[config.mk]
export PLATFORM = sky130hd
export DESIGN_NAME = exec_alu_pipe
export DESIGN_NICKNAME = d
export VERILOG_FILES = /design/src/rtl/exec_alu_pipe.sv
export SDC_FILE = /design/constraint.sdc
export NUM_CORES = 1
export LEC_CHECK = 0
export ABC_CLOCK_PERIOD_IN_PS = 3000
export CAP_MARGIN = 10
export CELL_PAD_IN_SITES_DETAIL_PLACEMENT = 2
export CELL_PAD_IN_SITES_GLOBAL_PLACEMENT = 2
export CORE_MARGIN = 2
export CORE_UTILIZATION = 30
export CTS_CLUSTER_SIZE = 24
export DETAILED_ROUTE_END_ITERATION = 16
export GPL_TIMING_DRIVEN = 0
export PLACE_DENSITY_LB_ADDON = 0.1
export SLEW_MARGIN = 20
export SYNTH_ARGS = -nofsm -noshare
export SYNTH_HDL_FRONTEND = slang
export SYNTH_SLANG_ARGS = --single-unit
[constraint.sdc]
create_clock -name clk -period 3 [get_ports clk]
set_clock_uncertainty 0.15 [all_clocks]
set_input_delay 0.3 -clock clk [delete_from_list [all_inputs] [get_ports clk]]
set_output_delay 0.3 -clock clk [all_outputs]
set_load 0.05 [all_outputs]
[src/rtl/exec_alu_pipe.sv]
`default_nettype none
// ============================================================================
// exec_alu_pipe : registered execute-stage ALU owning the CCR (flush, restore)
// Rev 1.0       : optional iterative shift-add multiply under EXEC_MUL_EN
// ============================================================================
module exec_alu_pipe #(
  parameter int WIDTH   = 16,
  parameter int SHAMT_W = 4
) (
  input  logic               clk,
  input  logic               rst,
  input  logic               in_valid,
  output logic               in_ready,
  input  logic [3:0]         alu_ctrl,
  input  logic [WIDTH-1:0]   src_a,
  input  logic [WIDTH-1:0]   src_b,
  input  logic [SHAMT_W-1:0] imm,
  input  logic               flush,
  input  logic               status_load,
  input  logic [3:0]         status_in,
  output logic               out_valid,
  output logic [WIDTH-1:0]   result,
  output logic [3:0]         status,
  output logic               busy
);

  localparam logic [3:0] c_OP_ADD   = 4'b0000;
  localparam logic [3:0] c_OP_SUB   = 4'b0001;
  localparam logic [3:0] c_OP_AND   = 4'b0010;
  localparam logic [3:0] c_OP_OR    = 4'b0011;
  localparam logic [3:0] c_OP_SHL   = 4'b0100;
  localparam logic [3:0] c_OP_SHR   = 4'b0101;
  localparam logic [3:0] c_OP_NOT   = 4'b0110;
  localparam logic [3:0] c_OP_PASSB = 4'b0111;
  localparam logic [3:0] c_OP_INC   = 4'b1000;
  localparam logic [3:0] c_OP_DEC   = 4'b1001;
  localparam logic [3:0] c_OP_PASSA = 4'b1010;
  localparam logic [3:0] c_OP_SETC  = 4'b1100;
  localparam logic [3:0] c_OP_CLRC  = 4'b1101;
  localparam int         c_MSB      = WIDTH - 1;

  logic [WIDTH-1:0] result_q, result_d;
  logic [3:0]       ccr_q, ccr_d;
  logic             out_valid_q, out_valid_d;

  logic [WIDTH-1:0] w_res;
  logic [3:0]       w_ccr;
  logic             w_zn;
  logic             w_accept;
  logic [WIDTH:0]   w_add, w_sub, w_inc, w_dec, w_shl, w_shr;

  // Single-cycle datapath: w_res defaults to the held result, w_ccr to the held CCR.
  always_comb begin
    w_add = {1'b0, src_a} + {1'b0, src_b};
    w_sub = {1'b0, src_b} - {1'b0, src_a};
    w_inc = {1'b0, src_a} + (WIDTH+1)'(1);
    w_dec = {1'b0, src_a} - (WIDTH+1)'(1);
    w_shl = {1'b0, src_a} << imm;
    w_shr = {src_a, 1'b0} >> imm;
    w_res = result_q;
    w_ccr = ccr_q;
    w_zn  = 1'b0;
    case (alu_ctrl)
      c_OP_ADD: begin
        w_res    = w_add[WIDTH-1:0];
        w_zn     = 1'b1;
        w_ccr[2] = w_add[WIDTH];
        w_ccr[3] = (src_a[c_MSB] == src_b[c_MSB]) && (w_add[c_MSB] != src_a[c_MSB]);
      end
      c_OP_SUB: begin
        w_res    = w_sub[WIDTH-1:0];
        w_zn     = 1'b1;
        w_ccr[2] = w_sub[WIDTH];
        w_ccr[3] = (src_a[c_MSB] != src_b[c_MSB]) && (w_sub[c_MSB] != src_b[c_MSB]);
      end
      c_OP_AND: begin
        w_res = src_a & src_b;
        w_zn  = 1'b1;
      end
      c_OP_OR: begin
        w_res = src_a | src_b;
        w_zn  = 1'b1;
      end
      c_OP_SHL: begin
        w_res = w_shl[WIDTH-1:0];
        w_zn  = 1'b1;
        if (imm != '0) w_ccr[2] = w_shl[WIDTH];
      end
      c_OP_SHR: begin
        w_res = w_shr[WIDTH:1];
        w_zn  = 1'b1;
        if (imm != '0) w_ccr[2] = w_shr[0];
      end
      c_OP_NOT: begin
        w_res = ~src_a;
        w_zn  = 1'b1;
      end
      c_OP_PASSB: w_res = src_b;
      c_OP_INC: begin
        w_res    = w_inc[WIDTH-1:0];
        w_zn     = 1'b1;
        w_ccr[2] = w_inc[WIDTH];
        w_ccr[3] = !src_a[c_MSB] && w_inc[c_MSB];
      end
      c_OP_DEC: begin
        w_res    = w_dec[WIDTH-1:0];
        w_zn     = 1'b1;
        w_ccr[2] = w_dec[WIDTH];
        w_ccr[3] = src_a[c_MSB] && !w_dec[c_MSB];
      end
      c_OP_PASSA: w_res = src_a;
      c_OP_SETC:  w_ccr[2] = 1'b1;
      c_OP_CLRC:  w_ccr[2] = 1'b0;
      default: ;
    endcase
    if (w_zn) begin
      w_ccr[0] = (w_res == '0);
      w_ccr[1] = w_res[c_MSB];
    end
  end

`ifdef EXEC_MUL_EN
  localparam logic [3:0] c_OP_MUL = 4'b1011;
  localparam int         c_PW     = 2 * WIDTH;

  typedef enum logic [1:0] {
    S_IDLE     = 2'd0,
    S_MUL_RUN  = 2'd1,
    S_MUL_DONE = 2'd2
  } state_t;

  state_t              state_q, state_d;
  logic [c_PW-1:0]     prod_q, prod_d;
  logic [WIDTH-1:0]    mcand_q, mcand_d;
  logic [SHAMT_W-1:0]  cnt_q, cnt_d;
  logic [WIDTH:0]      w_mul_sum;
  logic [c_PW-1:0]     w_mul_next;

  assign busy = (state_q == S_MUL_RUN);

  always_ff @(posedge clk) begin
    if (rst) begin
      state_q <= S_IDLE;
      prod_q  <= '0;
      mcand_q <= '0;
      cnt_q   <= '0;
    end else begin
      state_q <= state_d;
      prod_q  <= prod_d;
      mcand_q <= mcand_d;
      cnt_q   <= cnt_d;
    end
  end
`else
  assign busy = 1'b0;
`endif

  assign in_ready = !busy;
  assign w_accept = in_valid && in_ready && !flush;

  always_comb begin
    result_d    = result_q;
    ccr_d       = ccr_q;
    out_valid_d = 1'b0;
`ifdef EXEC_MUL_EN
    state_d = state_q;
    prod_d  = prod_q;
    mcand_d = mcand_q;
    cnt_d   = cnt_q;
    // Product register holds {partial sum, unconsumed multiplier bits}.
    w_mul_sum  = {1'b0, prod_q[c_PW-1:WIDTH]} + (prod_q[0] ? {1'b0, mcand_q} : '0);
    w_mul_next = {w_mul_sum, prod_q[WIDTH-1:1]};
    case (state_q)
      S_MUL_RUN: begin
        prod_d = w_mul_next;
        cnt_d  = cnt_q + 1'b1;
        if (cnt_q == SHAMT_W'(WIDTH - 1)) begin
          state_d     = S_MUL_DONE;
          out_valid_d = 1'b1;
          result_d    = w_mul_next[WIDTH-1:0];
          ccr_d[0]    = (w_mul_next[WIDTH-1:0] == '0);
          ccr_d[1]    = w_mul_next[WIDTH-1];
          ccr_d[2]    = |w_mul_next[c_PW-1:WIDTH];
        end
      end
      default: begin
        state_d = S_IDLE;
        if (w_accept) begin
          if (alu_ctrl == c_OP_MUL) begin
            state_d = S_MUL_RUN;
            prod_d  = {{WIDTH{1'b0}}, src_b};
            mcand_d = src_a;
            cnt_d   = '0;
          end else begin
            out_valid_d = 1'b1;
            result_d    = w_res;
            ccr_d       = w_ccr;
          end
        end
      end
    endcase
    if (flush) begin
      state_d     = S_IDLE;
      out_valid_d = 1'b0;
      result_d    = result_q;
      ccr_d       = ccr_q;
    end
`else
    if (w_accept) begin
      out_valid_d = 1'b1;
      result_d    = w_res;
      ccr_d       = w_ccr;
    end
`endif
    // CCR restore overrides both flush and any flag update on the same edge.
    if (status_load) ccr_d = status_in;
  end

  always_ff @(posedge clk) begin
    if (rst) begin
      result_q    <= '0;
      ccr_q       <= '0;
      out_valid_q <= 1'b0;
    end else begin
      result_q    <= result_d;
      ccr_q       <= ccr_d;
      out_valid_q <= out_valid_d;
    end
  end

  assign result    = result_q;
  assign status    = ccr_q;
  assign out_valid = out_valid_q;

endmodule
`default_nettype wire

==> summary.md, run 1 <==
| Metric | Value |
|---|---|
| Status | finished with violations |
| Failing checks | setup timing |
| Core ar. | 0.0217 mm^2 |
| Largest net degree at the start of global routing | 12 |
| Critical path's slowest cell | or3_4 |
| Die Area | 0.0232 mm^2 |
| H-tree depth | 1 |
| Synth Cell Area | 0.00660 mm^2 |
| Sequential area share after synthesis | 6.37% |
| Vias in the first global route | 9191 |
| Routed wire length per instance | 31.8 um |
| Synth cell types | 79 |
| Worst path arrival time | 3490 ps |
| Total CTS buffers | 3 |
| Syn_nets | 1054 |
| Reg2reg end | status[0] |
| Critical Path Stages | 13 |
| WHS Path Cells | 2 |
| CTS sink cnt | 21 |
| IO Pins | 72 |
| Top Family by Delay on Critical Path | compound AO/OA/AOI/OAI gates |
| Reg clk slew, reported paths | 60 ps |
| Async S/R FF share, synth | 0% |
| Worst EP required | 3050 ps |
| Fin crit period | 3450 ps |
| Area growth syn-to-layout | 44.4% |
| Peak supply drop | 0.000180 V |
| Synthesis Warnings | 0 |
| Worst setup SP type | input pin |
| Syn_area_per_cell | 6.94 um^2 |
| Critical Path Source | src_a[3] |
| Total GRT Usage | 35.0% |
| Clock Latency Late Sink | 250 ps |
| Clock root buffer | clkbuf_16 |
| RSZ-0062 raised after global routing | yes |
| Reg power frac | 13.2% |
| Yosys reg bits | 21 |
| Initial antenna violation count | 0 |
| CTS Buffer Depth | 2 |
| Via Count | 9111 |
| Cells after synthesis | 950 |
| Top cell type's share of synthesized area | 10.1% |
| Pleak | 3.64 nW |
| Worst hold-check path type | register to register |
| Buffers & Inverters on Critical Path | 4 |
| CTS tree | built |
| Chip Height | 152 um |
| DRT iter0 DRCs | 817 |
| Cell taking the most area after synthesis | ha_1 |
| TritonRoute pass-1 iters | 5 |
| Number of synthesized flops with an enable pin | 0 |
| Placed insts | 1296 |
| Fill cells | 2432 |
| Max-cap violations | 0 |
| Grt ovf | 0 |
| Hold Crit Endpoint | result[4] |
| R2R cell count | 5 |
| FP Rows | 54 |
| Relative slew slack | 15.0% |
| Slew Viols, Final | 0 |
| Share of cells above drive strength 1 | 30.5% |
| Hold Crit Start | result[4] |
| # port buffers | 65 |
| RD Place Congestion | 0.991 |
| Crit path kind | input pin to register |
| Switching share of power | 51.1% |
| Most frequent cell after synthesis | nor2_1 |
| Setup TNS | -1390 ps |
| Tcrit/Tclk final | 115% |
| Hold-fix buffers at CTS | 0 |
| Clk pwr share | 12.1% |
| Max Fclk | 0.290 GHz |
| Drt via density | 6.69 |
| Worst r2r src | result[8] |
| ANT nets after route | 0 |
| Worst-path fanout max | 10 |
| First-pass GRT wire length | 61900 um |
| Comb power frac | 74.7% |
| Final WL | 43300 um |
| DP HPWL | 32000 um |
| Setup ws final | -445 ps |
| CP Capture Type | register |
| Endpoints failing hold | 0 |
| Worst-Margin Slew | 1260 ps |
| Cell Chain, Critical Path | clkdlybuf4s15_2 -> buf_8 -> inv_1 -> ha_4 -> inv_2 -> o311a_4 -> o311ai_4 -> o211ai_1 -> nand4_1 -> o32a_1 -> or3_4 -> nor4_4 -> a41o_1 |
| Final Power | 0.00236 W |
| Crit path largest cell delay | 420 ps |
| Worst reg2reg setup slack | 1330 ps |
| # setup viols final | 7 |
| Finished Layout Cells | 1361 |
| Top cells by area, synth | ha_1 (10%), mux4_2 (6.5%), dfxtp_1 (6.4%) |
| Top cells by count, synth | nor2_1 (85), nand2_1 (84), a21oi_1 (67), o21ai_0 (57), clkbuf_1 (56) |
| Nets@finish | 1186 |
| NetSw | 0.00121 W |
| Power Density | 248 mW/mm^2 |
| Die width | 152 um |
| Starting Density | 30.4% |
| Inserted Diodes | 0 |
| Drt drc | 0 |
| Top FF cell, synth | dfxtp_1 |
| P_int | 0.00116 W |
==> per-layer routing <==
layer | wire length, um | up-vias | track usage (%)
met5 | 0 | - | 0
met4 | 2490 | 0 | 14.4
met3 | 3950 | 161 | 7.39
met2 | 19100 | 519 | 55.4
met1 | 17800 | 4607 | 46.4
li1 | - | 3824 | -
==> flip-flops by register name (all words and copies together) (netlist names) <==
name,cells
out_valid,1
status,4
result,16
==> worst min-delay path, stage by stage (launching register included) <==
cell and delay (ps):
dfxtp_1 320, nand2_1 60, a21oi_1 50
==> power by group through the flow <==
stage	sequential (W)	clock, W	combinational, W
final	0.000312	0.000287	0.00176
after CTS	0.000312	0.000291	0.00159
after global placement	0.000317	0	0.00131
after floorplan	0.000372	0	0.000754
after global routing	0.000314	0.000302	0.00184
after detailed placement	0.000317	0	0.00133
==> layout by cell type (no fill, tap or decap), types with 17 or more instances in the layout <==
master | Yosys | layout
a21oi_1 | 67 | 57
buf_2 | 23 | 17
buf_4 | 4 | 69
buf_6 | 0 | 17
clkbuf_2 | 1 | 21
clkdlybuf4s50_1 | 0 | 34
dfxtp_1 | 21 | 21
ha_1 | 53 | 35
inv_1 | 54 | 42
mux2i_1 | 25 | 23
mux4_2 | 19 | 19
nand2_1 | 84 | 81
nand2b_1 | 18 | 18
nand3_1 | 21 | 18
nor2_1 | 85 | 72
nor3_1 | 31 | 25
o21ai_0 | 57 | 48
xnor2_1 | 22 | 19
==> area by class of cell <==
type,count,area [um^2],share of cell area (%)
Inverter,57,235,2.47
Multi-Input combinational cell,780,6550,68.7
Tap cell,280,350,3.68
Buffer,85,634,6.66
Sequential cell,21,420,4.41
Clock buffer,4,78.8,0.827
Timing Repair Buffer,134,1260,13.3
==> metrics by stage <==
stage | utilization, % | worst slack (ps) | hold slack [ps] | area (um^2)
after floorplan | - | -26.4 | 241 | 6630
after global placement | 35.2 | -2320 | 315 | 7630
after detailed placement | 35.2 | -2460 | 326 | 7640
after CTS | 41.7 | -520 | 334 | 9050
after global routing | 43.9 | -444 | 358 | 9530
final | 43.9 | -445 | 330 | 9530
==> cells by family (layout without fill, tap and decap cells) <==
kind of cell    count (synthesis)  in the layout  share of synthesized area (%)
simple gates                  332            332                           25.3
buf+inv                       149            280                           9.16
xor+xnor                       23             23                           3.05
flops                          21             21                           6.37
other cells                     2              2                          0.114
mux                            57             57                           13.4
compound gates                311            311                           32.0
fa+ha+maj                      55             55                           10.7
==> worst max-delay path by stage <==
stage / end / slack [ps]
final: status[0] / -450
after global routing: status[0] / -440
after CTS: status[1] / -520
after detailed placement: status[0] / -2460
after global placement: status[0] / -2320
after floorplan: status[1] / -30
==> what timing repair did <==
item                       4_1_cts  5_1_grt
resized for setup              323       94
setup endpoints to repair       20       17
pin swaps                       60       52
buffers inserted                51       27
No activity file was read; power rests on OpenSTA's default activity.
==> run 2: changes to the inputs <==
--- a/config.mk
+++ b/config.mk
@@ -15,6 +15,7 @@
 export DETAILED_ROUTE_END_ITERATION = 16
 export GPL_TIMING_DRIVEN = 0
 export PLACE_DENSITY_LB_ADDON = 0.1
+export RECOVER_POWER = 100
 export SLEW_MARGIN = 20
 export SYNTH_ARGS = -nofsm -noshare
 export SYNTH_HDL_FRONTEND = slang
==> run 2 against run 1 <==
The run still ends with setup timing left. Register-to-register slack about the same. Routed wire length hardly changed. Global-route usage unchanged. Die area did not move. Clock power about the same. Final cell count is the same. Worst hold slack got worse by 4.7 ps.
==> summary.md, run 2 (synthesized netlist as in run 1, its figures left out) <==
| Metric | Value |
|---|---|
| Status | finished with violations |
| Failing checks | setup timing |
| Setup TNS | -1380 ps |
| Area growth syn-to-layout | 44.4% |
| Worst-Margin Slew | 1320 ps |
| Worst hold-check path type | register to register |
| Endpoints failing hold | 0 |
| Routed wire length per instance | 31.9 um |
| Die Area | 0.0232 mm^2 |
| RSZ-0062 raised after global routing | yes |
| Relative slew slack | 10.8% |
| CTS sink cnt | 21 |
| Worst EP required | 3050 ps |
| DRT iter0 DRCs | 899 |
| Placed insts | 1296 |
| Max Fclk | 0.293 GHz |
| NetSw | 0.00121 W |
| Initial antenna violation count | 0 |
| Fin crit period | 3410 ps |
| Buffers & Inverters on Critical Path | 4 |
| Vias in the first global route | 9191 |
| Via Count | 9116 |
| Critical path's slowest cell | or3_4 |
| Core ar. | 0.0217 mm^2 |
| CTS tree | built |
| CTS Buffer Depth | 2 |
| ANT nets after route | 0 |
| H-tree depth | 1 |
| IO Pins | 72 |
| # port buffers | 65 |
| Fill cells | 2433 |
| Total GRT Usage | 35.0% |
| Final Power | 0.00235 W |
| FP Rows | 54 |
| Inserted Diodes | 0 |
| First-pass GRT wire length | 61900 um |
| Drt via density | 6.70 |
| CP Capture Type | register |
| Clock Latency Late Sink | 250 ps |
| Nets@finish | 1186 |
| Clock root buffer | clkbuf_16 |
| Cell Chain, Critical Path | clkdlybuf4s15_2 -> buf_8 -> inv_1 -> ha_4 -> inv_2 -> o311a_4 -> o311ai_4 -> o211ai_1 -> nand4_1 -> o32a_1 -> or3_4 -> nor4_4 -> a41o_1 |
| Worst r2r src | result[8] |
| Max-cap violations | 0 |
| Drt drc | 0 |
| Reg power frac | 13.2% |
| Clk pwr share | 12.1% |
| Slew Viols, Final | 0 |
| Max reg flops | 16 |
| Share of cells above drive strength 1 | 30.5% |
| Top Family by Delay on Critical Path | compound AO/OA/AOI/OAI gates |
| Hold Crit Start | result[4] |
| Chip Height | 152 um |
| Power Density | 247 mW/mm^2 |
| Comb power frac | 74.7% |
| Most frequent cells in the layout | nand2_1 (81), nor2_1 (72), buf_4 (69) |
| Crit path kind | input pin to register |
| Worst path arrival time | 3460 ps |
| Worst-path fanout max | 10 |
| Reg clk slew, reported paths | 60 ps |
| Placed cell area | 0.00764 mm^2 |
| Total CTS buffers | 3 |
| # setup viols final | 7 |
| DP HPWL | 32000 um |
| Setup ws final | -412 ps |
| Tcrit/Tclk final | 114% |
| Largest net degree at the start of global routing | 12 |
| Crit path largest cell delay | 420 ps |
| RD Place Congestion | 0.991 |
| Grt ovf | 0 |
| Final WL | 43400 um |
| Finished Layout Cells | 1361 |
| TritonRoute pass-1 iters | 6 |
| Final instance area | 0.00953 mm^2 |
| Most common cell after layout, fill and taps aside | nand2_1 |
| P_int | 0.00115 W |
| Starting Density | 30.4% |
| Switching share of power | 51.2% |
| Die width | 152 um |
| Worst setup SP type | input pin |
| Peak supply drop | 0.000177 V |
| Pleak | 3.70 nW |
| Critical Path Source | src_a[3] |
| Hold-fix buffers at CTS | 0 |
==> run 2: power by group through the flow <==
stage	clock (W)	combinational, W	sequential, W
floorplan	0	0.000754	0.000372
global placement	0	0.00131	0.000317
detailed placement	0	0.00133	0.000317
CTS	0.000291	0.00159	0.000312
global route	0.000302	0.00183	0.000314
finish	0.000285	0.00176	0.000311
==> run 2: worst min-delay path, delay by kind of cell (launching register included) <==
family	cells	cell delay [ps]
AND/OR/NAND/NOR	1	60
AO/OA/AOI/OAI	1	50
flip-flops	1	320
==> run 2: repair_timing <==
item | 4_1_cts | 5_1_grt
gates cloned | 0 | 0
gates resized for setup | 323 | 94
pin swaps | 60 | 52
hold endpoints to repair | 0 | 0
setup buffers | 51 | 27
endpoints found under the setup margin | 20 | 17
==> run 2: routing by layer <==
layer	GRT usage, %	share of wire, %	up-vias	wire length, um
met5	0	0	-	0
met4	14.4	5.4	0	2350
met3	7.39	9.2	159	3990
met2	55.4	44	550	19200
met1	46.4	41	4573	17800
li1	-	-	3834	-
==> run 2: path summary, 6_finish.rpt <==
check / cells after the start / end / slack, ps
worst min register to register: 2 / result[4] / 330
worst min-delay path: 2 / result[4] / 330
worst max-delay path: 13 / status[0] / -410
worst max register to register: 5 / status[0] / 1330
==> run 2: cell type report <==
cell class	instances	area, um^2	area share (%)
Buffer	85	632	6.63
Clock buffer	4	78.8	0.827
Inverter	57	235	2.47
Multi-Input combinational cell	780	6550	68.7
Sequential cell	21	420	4.41
Tap cell	280	350	3.68
Timing Repair Buffer	134	1260	13.3
==> run 2: per-stage QoR <==
step                hold slack [ps]  setup WS [ps]  utilization, %
floorplan                       241          -26.4               -
global placement                315          -2320            35.2
detailed placement              326          -2460            35.2
CTS                             334           -520            41.7
global route                    355           -476            43.9
finish                          325           -412            43.9
